[src/rtl/muxn_reg.sv]
// N-channel, W-bit registered multiplexer with valid/ready on every input and on the output.
// Define MUXN_RR_EN to build the round-robin arbiter (mode_i=1); otherwise mode_i is ignored.
module muxn_reg #(
  parameter int unsigned N = 4,
  parameter int unsigned W = 8,
  localparam int unsigned SW = (N > 2) ? $clog2(N) : 1
) (
  input  logic           clk,
  input  logic           rst,
  input  logic [N*W-1:0] in_data_i,
  input  logic [N-1:0]   in_valid_i,
  output logic [N-1:0]   in_ready_o,
  input  logic [SW-1:0]  sel_i,
  input  logic           mode_i,
  output logic [W-1:0]   out_data_o,
  output logic [SW-1:0]  out_ch_o,
  output logic           out_valid_o,
  input  logic           out_ready_i
);

  logic          load_ok;
  logic          gnt;
  logic [SW-1:0] gnt_idx;
  logic [W-1:0]  gnt_data;

  logic          out_valid_q;
  logic [W-1:0]  out_data_q;
  logic [SW-1:0] out_ch_q;

`ifdef MUXN_RR_EN
  logic [SW-1:0] ptr_q, ptr_d;
  logic [N-1:0]  rr_rot;
  logic [SW-1:0] rr_off;
  logic [SW:0]   rr_sum;
`else
  logic          unused_mode;
  assign unused_mode = mode_i;
`endif

  assign load_ok = !out_valid_q || out_ready_i;

  always_comb begin
    gnt     = 1'b0;
    gnt_idx = '0;
    // Direct select; an out-of-range sel_i matches no channel and yields no grant.
    for (int k = 0; k < int'(N); k++) begin
      if (sel_i == SW'(k) && in_valid_i[k]) begin
        gnt     = 1'b1;
        gnt_idx = SW'(k);
      end
    end
`ifdef MUXN_RR_EN
    rr_rot = N'({in_valid_i, in_valid_i} >> ptr_q);
    rr_off = '0;
    rr_sum = '0;
    if (mode_i) begin
      gnt = 1'b0;
      // Rotated so bit 0 is the channel at ptr; the lowest set bit wins.
      for (int i = int'(N) - 1; i >= 0; i--) begin
        if (rr_rot[i]) begin
          gnt    = 1'b1;
          rr_off = SW'(i);
        end
      end
      rr_sum = {1'b0, ptr_q} + {1'b0, rr_off};
      if (rr_sum >= (SW+1)'(N)) rr_sum = rr_sum - (SW+1)'(N);
      gnt_idx = rr_sum[SW-1:0];
    end
`endif
  end

  always_comb begin
    gnt_data   = '0;
    in_ready_o = '0;
    for (int k = 0; k < int'(N); k++) begin
      if (gnt_idx == SW'(k)) begin
        gnt_data      = in_data_i[k*W +: W];
        in_ready_o[k] = gnt && load_ok && !rst;
      end
    end
  end

  always_ff @(posedge clk or posedge rst) begin
    if (rst) begin
      out_valid_q <= 1'b0;
      out_data_q  <= '0;
      out_ch_q    <= '0;
    end else if (load_ok) begin
      out_valid_q <= gnt;
      if (gnt) begin
        out_data_q <= gnt_data;
        out_ch_q   <= gnt_idx;
      end
    end
  end

`ifdef MUXN_RR_EN
  always_comb begin
    ptr_d = ptr_q;
    if (mode_i && gnt && load_ok) begin
      ptr_d = (gnt_idx == SW'(N - 1)) ? '0 : gnt_idx + 1'b1;
    end
  end

  always_ff @(posedge clk or posedge rst) begin
    if (rst) ptr_q <= '0;
    else     ptr_q <= ptr_d;
  end
`endif

  assign out_valid_o = out_valid_q;
  assign out_data_o  = out_data_q;
  assign out_ch_o    = out_ch_q;

endmodule
[config.mk]
export PLATFORM = sky130hd
export DESIGN_NAME = muxn_reg
export DESIGN_NICKNAME = d
export VERILOG_FILES = /design/src/rtl/muxn_reg.sv
export SDC_FILE = /design/constraint.sdc
export NUM_CORES = 1
export LEC_CHECK = 0
export BUFFER_PORTS_ARGS = -buffer_cell sky130_fd_sc_hd__buf_2
export CAP_MARGIN = 5
export CORE_MARGIN = 1
export CORE_UTILIZATION = 38
export CTS_CLUSTER_SIZE = 40
export DETAILED_ROUTE_END_ITERATION = 8
export HOLD_SLACK_MARGIN = 0.05
export PLACE_DENSITY_LB_ADDON = 0.12
export SYNTH_ARGS = -nofsm -noshare
export SYNTH_HDL_FRONTEND = slang
export SYNTH_SLANG_ARGS = --single-unit
[constraint.sdc]
create_clock -name clk -period 1.1 [get_ports clk]
set_input_delay 0.055 -clock clk [delete_from_list [all_inputs] [get_ports clk]]
set_output_delay 0.055 -clock clk [all_outputs]
set_load 0.02 [all_outputs]
## After elaboration in Yosys (flattened, before gate mapping)

Cells that the tools add are included.

| storage, ports and cells | value |
|---|---|
| input bits | 42 |
| logic and storage cells | 36 |
| flip-flop bits (word level) | 11 |
| output and inout bits | 15 |

| cells by class | value |
|---|---|
| reductions and logical operators | 12 |
| eq/ne operators | 6 |
| muxes and demuxes | 15 |

Operators with widths:

| cell | count |
|---|---|
| 2-to-1 mux 8 bit | 4 |
| 2-to-1 mux 1 bit | 9 |
| equality test 2 bit (second input constant) | 4 |
| logical AND 1 bit | 6 |
| equality test 2 x 1 -> 1 bit (second input constant) | 2 |
| zero test 2 bit | 2 |
| 2-to-1 mux 2 bit | 2 |
| zero test 1 bit | 2 |
| AND reduction 2 bit | 1 |
| logical OR 1 bit | 1 |

## Longest topological paths before layout

Gate-level depths: netlist (run 1).

| logic depth | value |
|---|---|
| depth in word-level cells | 10 |
| mapped depth | 5 |

## Worst setup path before layout (run 1)

Ideal clock, no wire load.

| timing | value |
|---|---|
| path type | flip-flop to output port |
| from | register out_valid_q, in the netlist out_valid_o |
| to | output in_ready_o[1] |
| stages on the path, launching flop included | 5 |
| buffers on the path | 1 |
| path slack | -290 ps |
| arrival time | 1335 ps |
| cell sequence | dfrtp_1 -> nand2b_1 -> nand2_2 -> buf_4 -> nor3_1 |

| between the ends | value |
|---|---|
| longest elaborated chain between the ends | 5 |

RTL lines:

| what | line | source |
|---|---|---|
| from (decl) | 26 | `logic out_valid_q;` |
| from (signal assigned) | 89 | `out_valid_q <= gnt;` |
| zero test 1 bit | 40 | `assign load_ok = !out_valid_q \|\| out_ready_i;` |
| logical OR 1 bit | 40 |  |
| logical AND 1 bit (2 in series) | 78 | `in_ready_o[k] = gnt && load_ok && !rst;` |
| 2-to-1 mux 1 bit | 76 | `if (gnt_idx == SW'(k)) begin` |
| to (decl) | 12 | `output logic [N-1:0] in_ready_o,` |

No other way between the ends.

## Worst setup path in the final report (run 1)

| timing | value |
|---|---|
| from | register out_valid_q, in the netlist out_valid_o |
| to | output in_ready_o[0] |

Same word-level chain as after synthesis.

==> results of run 1 <==
-- layout make-up --
class,instances,area (sq um),area share
multi-input cells,49,458,0.359
well taps,25,31.3,0.0245
inverters,3,11.3,0.00883
clock buffers,4,26.3,0.0206
flip-flops and latches,11,277,0.217
repair buffers,73,472,0.370
-- placed cells by master, fill, tap and decap left out, types with 2 or more instances in the layout --
master,count
dfrtp_1,10
a21o_1,7
nand2_1,3
nand3b_1,2
buf_12,3
a211oi_2,7
mux2i_1,7
inv_1,3
nor3_4,2
o22ai_1,8
clkbuf_4,3
buf_6,3
buf_2,51
buf_4,15
-- routing by layer --
metal,wire length [microns],vias to the layer above
met5,0,-
met4,40,0
met3,100,4
met2,1130,30
met1,906,369
li1,-,410
-- sequential cells by signal, indices dropped and copies added (netlist names) --
| name | cells |
|---|---|
| out_data_o | 8 |
| out_valid_o | 1 |
| out_ch_o | 2 |
-- synth_stat cells --
cell type,number
o22ai_1,8
a22o_1,1
nand2b_1,2
clkbuf_1,2
buf_8,1
a21o_1,7
dfrtp_1,11
a211oi_1,1
nand3_1,1
nand2_1,3
a211oi_2,6
o221ai_1,1
and3_1,1
buf_2,2
nor3_1,3
inv_1,3
nand2_2,1
buf_4,1
mux2_2,1
o21ai_1,1
and2_1,1
mux2i_1,7
nor4b_2,1
mux4_2,1
nand3b_1,2
-- report_power, final --
part	leakage, nW	internal [mW]	switching [mW]
clock network	0.0150	0.140	0.141
registers	0.133	0.491	0.0449
logic	0.574	0.317	0.335
-- critical path, stage by stage (launching register included) --
cell and delay [ns]:
dfrtp_2 0.43, nand2b_4 0.08, nand2_4 0.07, buf_12 0.14, nor4b_4 0.19, buf_4 0.17
-- through the flow --
step	util	hold WS [ns]	cells
global route	0.723	0.107	165
global placement	0.663	0.170	156
detailed placement	0.663	0.174	156
CTS	0.716	0.0810	164
floorplan	-	-0.0926	69
finish	0.723	0.0820	165
-- logic make-up after synthesis --
kind of cell,Yosys count,synth area share
compound gates,25,0.284
simple gates,15,0.127
flops,11,0.377
mux,9,0.142
buf+inv,9,0.0702
-- worst max-delay path by stage --
stage | start | to | cells past startpoint
final | out_valid_o$_DFFE_PP0N_ | in_ready_o[0] | 5
after global routing | out_valid_o$_DFFE_PP0N_ | in_ready_o[2] | 6
after CTS | out_valid_o$_DFFE_PP0N_ | in_ready_o[0] | 5
after detailed placement | sel_i[1] | out_data_o[0]$_DFFE_PP0P_ | 6
after global placement | sel_i[1] | out_data_o[3]$_DFFE_PP0P_ | 6
after floorplan | out_valid_o$_DFFE_PP0N_ | in_ready_o[0] | 4
-- what timing repair did --
| item | CTS | global route |
|---|---|---|
| hold buffers | 1 | 0 |
| endpoints found under the setup margin | 4 | 14 |
| resized for setup | 7 | 1 |
| cloned | 0 | 0 |
| buffers inserted | 3 | 2 |
| pin swaps | 2 | 2 |
| endpoints found under the hold margin | 11 | 0 |
==> run_results.csv, run 1 <==
group,metric,value,unit
status,status,"finished, violations left",
status,violations,"negative setup slack",
clocking,cts_sinks,11,
die,die-area,2100,sq um
synthesis,synth_largest_area_cell,"dfrtp_1",
drt,firstDrtPassIters,4,
worst_setup_path,crit_path_end_kind,"output port",
cells_and_area,layout-drive-gt1-share,0.650,
worst_setup_path,critical_path_required,1.04,ns
global_routing,busiest_layer,"met2",
clocking,worstSkewPairLatency,0.27,ns
die,io_pins,57,
placement,portBuffers,55,
placement,place_area,1170,sq um
worst_setup_path,critPathMaxFanout,5,
global_routing,grt_pass1_vias,798,
cells_and_area,area_growth,74.5,%
cells_and_area,nets,183,
worst_setup_path,start_kind,"flop",
synthesis,yosysWarnings,0,
global_routing,grt_util_met1,0.287,
global_routing,grt_pass1_wl,3440,microns
flow_run,drv_cap,0,
clocking,htreeDepth,1,
synthesis,yosysSeqAreaShare,0.377,
synthesis,synth_area_leaders,"dfrtp_1, a211oi_2, mux2i_1",
worst_setup_path,regToRegSetupSlack,-0.12,ns
worst_setup_path,r2r_end,"out_data_o[0]$_DFFE_PP0P_",
sta,skew,0.00920,ns
drt,detail_route.wirelength,2180,microns
drt,avgRoutedWirePerCell,13.2,microns
worst_setup_path,worst_r2r_path_depth,6,
sta,period_share,1.28,
drt,via_count,813,
power,p_leak,0.722,nW
synthesis,synth_top_area_frac,0.377,
sta,worst_pin_slew,0.446,ns
drt,ant_nets,0,
power,ir_drop,992,uV
power,p_per_area,1150,nW/um^2
hold_path,hp-class,"in -> reg",
global_routing,met3_usage,0.0476,
clocking,cts.clk_slew.worst_paths,0.08,ns
global_routing,gr-total-overflow,0,
global_routing,antenna_found_initial,0,
synthesis,syn_inst,69,
synthesis,synthesis.area,731,sq um
drt,drt_iter0_drc,15,
cells_and_area,design_area,1270,sq um
synthesis,synth.distinct_cells,25,
placement,gp_congestion,0.646,
hold_path,hold_end,"out_data_o[7]$_DFFE_PP0P_",
sta,fin_crit,1.40,ns
global_routing,grt_max_degree,12,
die,std_cell_rows,15,
worst_setup_path,reg2reg_from,"out_valid_o$_DFFE_PP0N_",
power,total_power,1.47,mW
die,dieWidth,45.9,microns
sta,worst_slack,-0.303,ns
clocking,ctsLongestPathBuffers,2,
placement,dp.final_hpwl,1570,microns
die,core,1760,sq um
clocking,clock-root-buffer,"clkbuf_4",
sta,timing.fmax,713,MHz
clocking,cts_buffers,3,
sta,finalHoldViolCount,0,
drt,viasPerCell,4.93,
sta,fin_setup_tns,-1.75,ns
worst_setup_path,arrival,1.35,ns
cells_and_area,antennaDiodeCount,0,
worst_setup_path,path_class,"reg -> out",
drt,drc,0,
placement,dp_slack,-0.195,ns
hold_path,min_from,"in_data_i[31]",
sta,finalSetupViolCount,14,
die,chipHeight,45.9,microns
synthesis,ys_seq_elements,11,
sta,slew_violations,0,
synthesis,synth_nets,111,
die,start_util,0.414,
sta,slew-limit-headroom,0.702,
cells_and_area,nFillCells,151,
global_routing,met2_usage,0.411,
hold_path,holdPathStages,3,
global_routing,track_usage,0.235,
synthesis,avgSynthCellArea,10.6,sq um
sta,rsz0062_at_grt,"yes",
clocking,cts_tree,"yes",
(Power assumes the default switching activity.)
==> inputs of run 2 (changes only) <==
--- a/config.mk
+++ b/config.mk
@@ -13,6 +13,8 @@
 export DETAILED_ROUTE_END_ITERATION = 8
 export HOLD_SLACK_MARGIN = 0.05
 export PLACE_DENSITY_LB_ADDON = 0.12
+export REMOVE_ABC_BUFFERS = 1
+export SETUP_SLACK_MARGIN = 0.02
 export SYNTH_ARGS = -nofsm -noshare
 export SYNTH_HDL_FRONTEND = slang
 export SYNTH_SLANG_ARGS = --single-unit
==> run_results.csv, run 2 (same netlist as run 1, synthesis figures left out) <==
group,metric,value,unit
clocking,clock-root-buffer,"clkbuf_4",
status,status,"finished, violations left",
drt,drc,0,
sta,worst_slack,-0.289,ns
clocking,cts_tree,"yes",
die,start_util,0.414,
sta,slew-limit-headroom,0.703,
clocking,cts.clk_slew.worst_paths,0.08,ns
worst_setup_path,critical_path_required,1.04,ns
global_routing,busiest_layer,"met2",
drt,avgRoutedWirePerCell,12.8,microns
die,chipHeight,45.9,microns
cells_and_area,design_area,1210,sq um
die,dieWidth,45.9,microns
global_routing,met2_usage,0.406,
die,io_pins,57,
drt,via_count,832,
flow_run,drv_cap,0,
cells_and_area,layout_common_cells,"buf_2, dfrtp_1, buf_4, o22ai_1",
hold_path,hp-class,"in -> reg",
cells_and_area,layout-drive-gt1-share,0.613,
drt,firstDrtPassIters,3,
clocking,htreeDepth,1,
cells_and_area,largest_reg_flops,8,
sta,finalHoldViolCount,0,
sta,worst_pin_slew,0.445,ns
sta,slew_violations,0,
cells_and_area,antennaDiodeCount,0,
global_routing,grt_pass1_vias,820,
sta,timing.fmax,720,MHz
power,ir_drop,1020,uV
die,std_cell_rows,15,
drt,detail_route.wirelength,2070,microns
clocking,ctsLongestPathBuffers,2,
power,p_leak,0.689,nW
placement,dp.final_hpwl,1600,microns
clocking,worstSkewPairLatency,0.27,ns
global_routing,antenna_found_initial,0,
worst_setup_path,start_kind,"flop",
sta,fin_crit,1.39,ns
sta,skew,0.00290,ns
die,die-area,2100,sq um
clocking,cts_sinks,11,
global_routing,grt_max_degree,12,
global_routing,grt_pass1_wl,3190,microns
placement,portBuffers,55,
cells_and_area,nets,180,
drt,drt_iter0_drc,12,
power,total_power,1.44,mW
sta,rsz0062_at_grt,"yes",
worst_setup_path,critPathMaxFanout,4,
global_routing,gr-total-overflow,0,
global_routing,grt_util_met1,0.226,
cells_and_area,area_growth,65.2,%
placement,dp_slack,-0.219,ns
power,p_per_area,1200,nW/um^2
sta,finalSetupViolCount,14,
global_routing,track_usage,0.211,
drt,ant_nets,0,
cells_and_area,fin_util,0.684,
drt,viasPerCell,5.14,
cells_and_area,final_common_cell,"buf_2",
placement,place_area,1120,sq um
sta,period_share,1.26,
worst_setup_path,crit_path_end_kind,"output port",
worst_setup_path,arrival,1.33,ns
global_routing,met3_usage,0.0357,
status,violations,"negative setup slack",
worst_setup_path,path_class,"reg -> out",
die,core,1760,sq um
placement,gp_congestion,0.684,
clocking,cts_buffers,3,
[run 2: cell types whose count changed in the layout (fill, tap and decap cells not counted)]
cell,previous run,this run
buf_2,51,53
buf_4,15,11
buf_6,3,2
dfrtp_1,10,11
dfrtp_2,1,0
nand2_2,0,1
nand2_4,1,0
nand2b_1,1,2
nand2b_4,1,0
nor3_1,0,2
nor3_4,2,0
[run 2: where the power goes]
group | internal, mW | total [mW] | switching, mW | leakage, nW
logic | 0.303 | 0.620 | 0.317 | 0.541
registers | 0.491 | 0.535 | 0.0442 | 0.134
clock network | 0.140 | 0.289 | 0.148 | 0.0150
[run 2: worst max-delay path: stages (launching register included)]
cell and delay (ns):
dfrtp_1 0.38, nand2b_1 0.10, nand2_2 0.08, buf_6 0.13, nor4b_4 0.19, buf_4 0.17
[run 2: worst paths after layout]
check / to / slack [ns] / cells after the start / startpoint
worst max-delay path: in_ready_o[0] / -0.29 / 5 / out_valid_o$_DFFE_PP0N_
worst min-delay path: out_data_o[7]$_DFFE_PP0P_ / 0.1 / 3 / in_data_i[31]
worst max register to register: out_data_o[3]$_DFFE_PP0P_ / -0.18 / 7 / out_valid_o$_DFFE_PP0N_
worst min register to register: out_data_o[0]$_DFFE_PP0P_ / 0.48 / 1 / out_data_o[0]$_DFFE_PP0P_
max in group asynchronous: out_data_o[2]$_DFFE_PP0P_ / 0.40 / 3 / rst
min in group asynchronous: out_data_o[4]$_DFFE_PP0P_ / 0.39 / 3 / rst
[run 2: final cells by class]
cell class / count / area [sq um]
fill: 167 / 557
timing repair buffer: 70 / 440
multi-input combinational: 49 / 423
sequential: 11 / 275
tap: 25 / 31.3
clock buffer: 4 / 26.3
inverter: 3 / 11.3
[run 2: repair_timing]
action                                  in CTS  in global routing
buffers inserted                             2                  1
endpoints found under the setup margin       5                 14
gates resized for setup                      2                  5
gates cloned                                 0                  0
hold buffers                                 1                  0
pin swaps                                    2                  1
endpoints found under the hold margin       11                  0
[run 2: per-layer routing]
metal | routed length [microns] | vias to the layer above
met5 | 0 | -
met3 | 102 | 2
li1 | - | 402
met4 | 21 | 0
met2 | 1130 | 29
met1 | 818 | 399
[run 2: metrics by stage]
step                TNS (ns)  std cells  hold WS (ns)
global route           -3.39        162         0.130
detailed placement     -2.24        155         0.128
global placement       -2.06        155         0.127
CTS                    -1.55        161        0.0935
finish                 -2.42        162        0.0973
floorplan              -2.13         63       -0.0926
